`src/rtl/branch_update_queue.sv`:
```
// branch_update_queue: FIFO of resolved branches that drains one update per cycle
// to the predictors, with a saturating mispredict statistic.
package branch_update_pkg;
    typedef logic [31:0] addr_t;
    typedef struct packed {
        logic  update_valid;
        logic  is_branch;
        addr_t update_pc;
        logic  actual_taken;
        logic  is_call;
        logic  is_return;
    } branch_update_t;
endpackage

module branch_update_queue
    import branch_update_pkg::*;
#(
    parameter int ADDR_WIDTH = 32,
    parameter int DEPTH      = 4,
    parameter int CNT_WIDTH  = 16
) (
    input  logic                     clk_i,
    input  logic                     rst_i,
    input  logic                     in_valid_i,
    output logic                     in_ready_o,
    input  logic [ADDR_WIDTH-1:0]    in_pc_i,
    input  logic                     in_taken_i,
    input  logic                     in_mispredict_i,
    input  logic                     stall_i,
    input  logic                     flush_i,
    output branch_update_t           update_o,
    output logic [$clog2(DEPTH):0]   count_o,
    output logic [CNT_WIDTH-1:0]     mispredict_cnt_o
);
    localparam int PW = $clog2(DEPTH);

    logic [PW-1:0]         rd_ptr, wr_ptr;
    logic [PW:0]           count;
    logic [ADDR_WIDTH-1:0] pc_mem [DEPTH];
    logic [DEPTH-1:0]      taken_mem;
    logic                  enq, deq;

    // Full blocks acceptance even when the head drains this cycle: no fall-through.
    assign in_ready_o = (count < (PW+1)'(DEPTH)) && !flush_i;
    assign enq        = in_valid_i && in_ready_o;
    assign deq        = (count != '0) && !stall_i && !flush_i;
    assign count_o    = count;

    always_comb begin
        update_o              = '0;
        update_o.update_valid = deq;
        update_o.is_branch    = deq;
        update_o.update_pc    = addr_t'(pc_mem[rd_ptr]);
        update_o.actual_taken = taken_mem[rd_ptr];
    end

    always_ff @(posedge clk_i or posedge rst_i) begin
        if (rst_i) begin
            rd_ptr           <= '0;
            wr_ptr           <= '0;
            count            <= '0;
            mispredict_cnt_o <= '0;
        end else begin
            wr_ptr <= wr_ptr + PW'(enq);
            rd_ptr <= flush_i ? wr_ptr : rd_ptr + PW'(deq);
            count  <= flush_i ? '0 : count + (PW+1)'(enq) - (PW+1)'(deq);
            if (enq && in_mispredict_i && mispredict_cnt_o != '1)
                mispredict_cnt_o <= mispredict_cnt_o + CNT_WIDTH'(1);
        end
    end

    always_ff @(posedge clk_i) begin
        if (enq) begin
            pc_mem[wr_ptr]    <= in_pc_i;
            taken_mem[wr_ptr] <= in_taken_i;
        end
    end
endmodule

```
`config.mk`:
```
export PLATFORM = sky130hd
export DESIGN_NAME = branch_update_queue
export DESIGN_NICKNAME = d
export VERILOG_FILES = /design/src/rtl/branch_update_queue.sv
export SDC_FILE = /design/constraint.sdc
export NUM_CORES = 1
export LEC_CHECK = 0
export CAP_MARGIN = 30
export CORE_ASPECT_RATIO = 0.8
export CORE_UTILIZATION = 57
export DETAILED_ROUTE_END_ITERATION = 8
export HOLD_SLACK_MARGIN = 0.03
export PLACE_DENSITY_LB_ADDON = 0.12
export SYNTH_ARGS = -nofsm -noshare
export SYNTH_HDL_FRONTEND = slang
export SYNTH_SLANG_ARGS = --single-unit
export TNS_END_PERCENT = 5
```
`constraint.sdc`:
```
create_clock -name clk_i -period 5.4 [get_ports clk_i]
set_input_delay 1.35 -clock clk_i [delete_from_list [all_inputs] [get_ports clk_i]]
set_output_delay 1.35 -clock clk_i [all_outputs]
set_load 0.02 [all_outputs]
```
==> results of run 1 <==
## worst register-to-register path, delay by kind of cell, from the launching register on
| kind | cells | cell delay, ps |
|---|---|---|
| AND/OR/NAND/NOR | 3 | 430 |
| adder cells (fa/ha/maj) | 3 | 790 |
| buffers and inverters | 3 | 240 |
| XOR/XNOR | 2 | 330 |
| flip-flops | 1 | 440 |
## cells in the final DEF, fill, tap and decap left out, types with 3 or more instances in the layout
cell / synthesis / final
edfxtp_1: 132 / 132
clkdlybuf4s50_1: 0 / 93
mux4_2: 33 / 33
dfrtp_1: 23 / 21
clkbuf_16: 0 / 17
xor2_1: 10 / 10
nand2_1: 9 / 9
buf_4: 4 / 8
nor2_1: 7 / 7
nor3_1: 8 / 7
inv_1: 6 / 6
ha_1: 5 / 5
bufinv_16: 0 / 5
nand3_1: 4 / 4
nor3b_2: 2 / 4
and3_1: 4 / 3
a21oi_1: 3 / 3
o21ai_0: 3 / 3
mux2_2: 3 / 3
nor3_2: 2 / 3
xnor2_1: 3 / 3
## sequential cells by signal, summed over array words and instances (netlist names)
| register | cells |
|---|---|
| count_o | 3 |
| mispredict_cnt_o | 16 |
| pc_mem | 128 |
| rd_ptr | 2 |
| taken_mem | 4 |
| wr_ptr | 2 |
## area by class of cell
type / count / area [um^2] / share of cell area (%)
inverter: 6 / 22.5 / 0.289
clock inverter: 12 / 198 / 2.54
clock buffer: 18 / 429 / 5.51
tap: 140 / 175 / 2.25
sequential: 155 / 4540 / 58.3
timing repair buffer: 101 / 991 / 12.7
multi-input combinational: 119 / 1430 / 18.4
## path summary, 6_finish.rpt
| check | from | end | slack (ps) | cells after the start |
|---|---|---|---|---|
| setup / recovery | flush_i | update_o[36] | 1010 | 3 |
| min in group asynchronous | rst_i | mispredict_cnt_o[0] | 1450 | 2 |
| max in group asynchronous | rst_i | rd_ptr[0] | 3330 | 2 |
| hold / removal | mispredict_cnt_o[0] | mispredict_cnt_o[0] | 510 | 1 |
| setup reg to reg | count_o[2] | count_o[2] | 3040 | 11 |
| hold reg to reg | mispredict_cnt_o[0] | mispredict_cnt_o[0] | 510 | 1 |
## where the power goes
group	leakage, nW	switching [mW]	total (mW)	internal (mW)
clock	0.304	0.450	1.26	0.814
combinational	0.951	0.499	1.10	0.606
sequential	1.49	0.161	1.61	1.45
## through the flow
step | setup slack [ps] | instances
after detailed placement | 993 | 521
after CTS | 995 | 551
after global routing | 894 | 551
after floorplan | 350 | 293
after global placement | 1050 | 521
final | 1010 | 551
## cell families (layout without fill, tap and decap cells)
logic type                 after synthesis  after routing  synth area share, %
DFF                                    155            155                 75.1
and+or+nand+nor                         53             53                 6.10
muxes                                   38             38                 13.3
buffers and inverters                   19            137                 1.63
xor gates and xnor gates                13             13                 1.88
AOI/OAI and AO/OA                        7              7                0.621
adders and majority gates                6              6                 1.37
other                                    1              2               0.0620
## per-layer routing
| metal | GRT usage, % | vias to the layer above |
|---|---|---|
| met4 | 6.43 | 0 |
| met2 | 34.2 | 94 |
| met1 | 28.6 | 1584 |
| li1 | - | 1380 |
| met5 | 0 | - |
| met3 | 8.00 | 10 |
==> summary.md, run 1 <==
| Metric | Value |
|---|---|
| Bufs on Longest Clock Path | `2` |
| Hold Crit Class | `flip-flop to flip-flop` |
| Fmax | `0.228 GHz` |
| CP Data Required Time | `4050 ps` |
| Leak Pwr | `2.75 nW` |
| Synth Flop Type | `edfxtp_1` |
| Die X | `117 um` |
| Top cells by count, synth | `edfxtp_1 (132), mux4_2 (33), dfrtp_1 (23), xor2_1 (10), nand2_1 (9)` |
| Largest net degree at the start of global routing | `35` |
| Number of flops mapped to enable cells by yosys | `132` |
| Grt ovf | `0` |
| Initial antenna violation count | `0` |
| Num CTS Buffers | `17` |
| Sum Neg Setup Slack | `0 ps` |
| N_diodes | `0` |
| Worst setup SP type | `input pin` |
| Synth async-reset ratio | `14.8%` |
| Yosys top cell area share | `65.5%` |
| Dpl hpwl | `6460 um` |
| Status | `completed` |
| DR pass1 iterations | `4` |
| Total power | `3.97 mW` |
| Top-count cell post-synth | `edfxtp_1` |
| Layout cells sized above 1 | `21.9%` |
| Wire length per cell | `19.7 um` |
| Max-slew headroom | `38.9%` |
| Crit path top cell by count | `clkdlybuf4s50_1` |
| Max incr delay on CP | `690 ps` |
| Area leader, netlist | `edfxtp_1` |
| Synth top area cells | `edfxtp_1 (66%), mux4_2 (12%), dfrtp_1 (9.5%)` |
| Sink Count | `155` |
| Worst-path clk slew | `60 ps` |
| RSZ-0062 raised after global routing | `no` |
| Clock Skew | `6.08 ps` |
| First-pass GRT wire length | `16,700 um` |
| Max-Cap Viols | `0` |
| DRT Wirelength | `10,900 um` |
| Num ports | `96` |
| TritonCTS clock tree | `built` |
| Root Buffer | `clkbuf_16` |
| DRC | `0` |
| Worst path cell trace | `clkdlybuf4s50_1, nor3_1, clkdlybuf4s50_1` |
| Endpoints failing hold | `0` |
| Dpl cell area | `7160 um^2` |
| Highest metal used | `met4` |
| Vias | `3,068` |
| Worst Path Buf+Inv | `2` |
| Design area | `7790 um^2` |
| Crit end category | `output pin` |
| CP Max Fanout | `9` |
| Die area | `11,000 um^2` |
| Seq/Total Area, Yosys | `75.1%` |
| Fin crit share | `81.3%` |
| Clock period minus worst slack | `4390 ps` |
| Final Setup Violations | `0` |
| Core footprint | `10,300 um^2` |
| CTS Hold Buffers Added | `0` |
| Power Dens Cells | `510 nW/um^2` |
| Met2 WL | `5470 um` |
| Actual slew at the worst max-slew pin | `916 ps` |
| Post-synthesis cell count | `292` |
| # fillers | `550` |
| Std-Cell Rows | `33` |
| Setup Buffers After CTS | `0` |
| Post-CTS sizing | `0` |
| Fin nets | `445` |
| Final core utilization | `75.7%` |
| IO Port Bufs | `93` |
| Worst path top cell family by delay | `buffers and inverters` |
| Die Y | `94.1 um` |
| Synth warn | `0` |
| Yosys reg bits | `155` |
| Slowest CP cell | `clkdlybuf4s50_1` |
| Worst IR drop on VDD | `0.334 mV` |
| Vias in the first global route | `3,121` |
| Routed wire length on met3 | `597 um` |
| Hold_ws | `511 ps` |
| Synth Area per Inst | `20.7 um^2` |
| Mapped cell area | `6050 um^2` |
| Initial DRC count | `198` |
| GPL Wtd Cong | `0.822` |
| Synth-to-Final Area Change | `28.8%` |
| Starting Density | `58.8%` |
| Post-route ant nets | `0` |
| CP Class | `input pin to output pin` |
| Distinct cells, synth | `38` |
| Routed vias/inst | `5.57` |
| Clk Latency, worst-skew pair | `410 ps` |
| Arrival @ worst endpoint | `3040 ps` |
| Total track usage | `21.8%` |
| DRT met1 WL | `4710 um` |
| H-tree levels | `4` |
| Slew Limit Fails | `0` |
Power figures use the tool's default switching activity.
==> run 2, diff against run 1 <==
--- a/config.mk
+++ b/config.mk
@@ -7,7 +7,7 @@
 export LEC_CHECK = 0
 export CAP_MARGIN = 30
 export CORE_ASPECT_RATIO = 0.8
-export CORE_UTILIZATION = 57
+export CORE_UTILIZATION = 48
 export DETAILED_ROUTE_END_ITERATION = 8
 export HOLD_SLACK_MARGIN = 0.03
 export PLACE_DENSITY_LB_ADDON = 0.12
==> constraint.sdc (replaced) <==
create_clock -name clk_i -period 3.7 [get_ports clk_i]
set_input_delay 0.925 -clock clk_i [delete_from_list [all_inputs] [get_ports clk_i]]
set_output_delay 0.925 -clock clk_i [all_outputs]
set_load 0.02 [all_outputs]
==> run 2 against run 1 <==
Effect of this change: register-to-register slack worse by 1700 ps; routed wire length is 2.9% lower; global-route usage is 4.3 points lower; critical path type unchanged; via count is 2.1% lower; non-clock buffer count is 2 higher.
==> summary.md, run 2 (synthesis gave the netlist of run 1 again) <==
| Metric | Value |
|---|---|
| Biggest regs | `pc_mem x128, mispredict_cnt_o x16, taken_mem x4` |
| DRC | `0` |
| Root Buffer | `clkbuf_16` |
| Bufs on Longest Clock Path | `2` |
| Status | `completed` |
| Final core utilization | `63.8%` |
| Clock Skew | `7.11 ps` |
| Num ports | `96` |
| Largest net degree at the start of global routing | `30` |
| Actual slew at the worst max-slew pin | `864 ps` |
| Fmax | `0.292 GHz` |
| Post-CTS sizing | `0` |
| Dpl hpwl | `6500 um` |
| Commonest non-fill, non-tap cell in the layout | `edfxtp_1` |
| Vias | `3,003` |
| Sw Ratio | `29.7%` |
| Layout cells sized above 1 | `22.7%` |
| Pre-CTS setup slack | `265 ps` |
| RSZ-0062 raised after global routing | `no` |
| Net Sw Power | `1.67 mW` |
| Fin nets | `447` |
| H-tree levels | `4` |
| Grt ovf | `0` |
| DP Cell Count | `554` |
| Slew Limit Fails | `0` |
| Fin crit share | `92.6%` |
| GPL Wtd Cong | `0.752` |
| First-pass GRT wire length | `16,300 um` |
| Crit end category | `output pin` |
| Combinational Power Share | `30.9%` |
| Synth-to-Final Area Change | `29.3%` |
| Core footprint | `12,300 um^2` |
| Routed vias/inst | `5.12` |
| Endpoints failing hold | `0` |
| Sum Neg Setup Slack | `0 ps` |
| Die X | `128 um` |
| DRT Wirelength | `10,600 um` |
| IO Port Bufs | `93` |
| Initial antenna violation count | `0` |
| Clk Latency, worst-skew pair | `410 ps` |
| TritonCTS clock tree | `built` |
| Worst-path clk slew | `70 ps` |
| Internal Power | `3.95 mW` |
| Max reg flops | `128` |
| CTS Hold Buffers Added | `0` |
| # fillers | `912` |
| Non-filler instance count after layout | `586` |
| Total power | `5.62 mW` |
| Commonest cells after routing, fill and taps aside | `edfxtp_1 (132), clkdlybuf4s50_1 (93), mux4_2 (33), dfrtp_1 (21), clkbuf_16 (17)` |
| Total track usage | `17.4%` |
| Clk pwr share | `29.1%` |
| Worst setup margin | `275 ps` |
| Die area | `13,100 um^2` |
| CP Max Fanout | `4` |
| Largest Register | `pc_mem` |
| Num CTS Buffers | `17` |
| Flop pwr share | `40.0%` |
| Initial DRC count | `187` |
| Arrival @ worst endpoint | `2500 ps` |
| Hold Crit Class | `flip-flop to flip-flop` |
| Max-slew headroom | `42.4%` |
| Worst IR drop on VDD | `0.419 mV` |
| Die Y | `102 um` |
| Leak Pwr | `2.73 nW` |
| DR pass1 iterations | `4` |
| Power Dens Cells | `719 nW/um^2` |
| CP Data Required Time | `2770 ps` |
| Std-Cell Rows | `36` |
| Wire length per cell | `18.0 um` |
| N_diodes | `0` |
| Final Setup Violations | `0` |
| Worst setup SP type | `input pin` |
| CP Class | `input pin to output pin` |
| Starting Density | `49.4%` |
| Setup Buffers After CTS | `0` |
| Clock period minus worst slack | `3420 ps` |
| Max-Cap Viols | `0` |
| Post-route ant nets | `0` |
| Vias in the first global route | `3,053` |
| Sink Count | `155` |
[run 2: changes by cell type in the layout (fill, tap and decap cells not counted)]
cell / previous run / this run
inv_6: 1 / 4
bufinv_16: 5 / 1
nor3b_2: 4 / 3
clkinv_1: 1 / 2
clkinv_4: 2 / 0
clkinv_2: 2 / 1
clkbuf_1: 1 / 0
clkinvlp_4: 1 / 5
inv_8: 0 / 2
buf_12: 0 / 3
buf_4: 8 / 7
nor3b_4: 0 / 1
[run 2: routing by layer]
metal	track usage (%)	part of all wire (%)	vias to the layer above
met3	5.08	4.5	9
met1	23.9	47	1533
met4	6.87	1.0	0
met2	26.6	48	73
met5	0	0	-
li1	-	-	1388
[run 2: critical path, stage by stage]
cell             delay [ps]
clkdlybuf4s50_1         420
nor3_1                  450
clkdlybuf4s50_1         700
[run 2: final timing paths]
check / startpoint / end / slack [ps] / depth (start not counted)
setup reg to reg: count_o[2] / count_o[2] / 1350 / 11
max in group asynchronous: rst_i / rd_ptr[0] / 2110 / 2
min in group asynchronous: rst_i / mispredict_cnt_o[14] / 990 / 2
hold / removal: mispredict_cnt_o[6] / mispredict_cnt_o[6] / 520 / 1
setup / recovery: flush_i / update_o[36] / 280 / 3
hold reg to reg: mispredict_cnt_o[6] / mispredict_cnt_o[6] / 520 / 1
[run 2: per-stage QoR]
stage          area, um^2  hold slack (ps)
2_1_floorplan        6060              524
5_1_grt              7820              548
3_3_place_gp         7260              509
3_5_place_dp         7260              520
4_1_cts              7820              527
6_report             7820              525
[run 2: power groups by stage]
stage	Sequential (mW)	Combinational [mW]	Clock, mW
floorplan	2.26	1.02	0
finish	2.25	1.74	1.63
CTS	2.25	1.77	1.67
global route	2.27	1.86	1.75
global placement	2.28	1.76	0
detailed placement	2.28	1.76	0
[run 2: final cells by class]
class | instances | area (um^2) | share of cell area [%]
Clock inverter | 15 | 138 | 1.76
Sequential cell | 155 | 4540 | 58.1
Tap cell | 171 | 214 | 2.74
Inverter | 6 | 22.5 | 0.288
Multi-Input combinational cell | 119 | 1440 | 18.4
Timing Repair Buffer | 103 | 1040 | 13.3
Clock buffer | 17 | 425 | 5.44
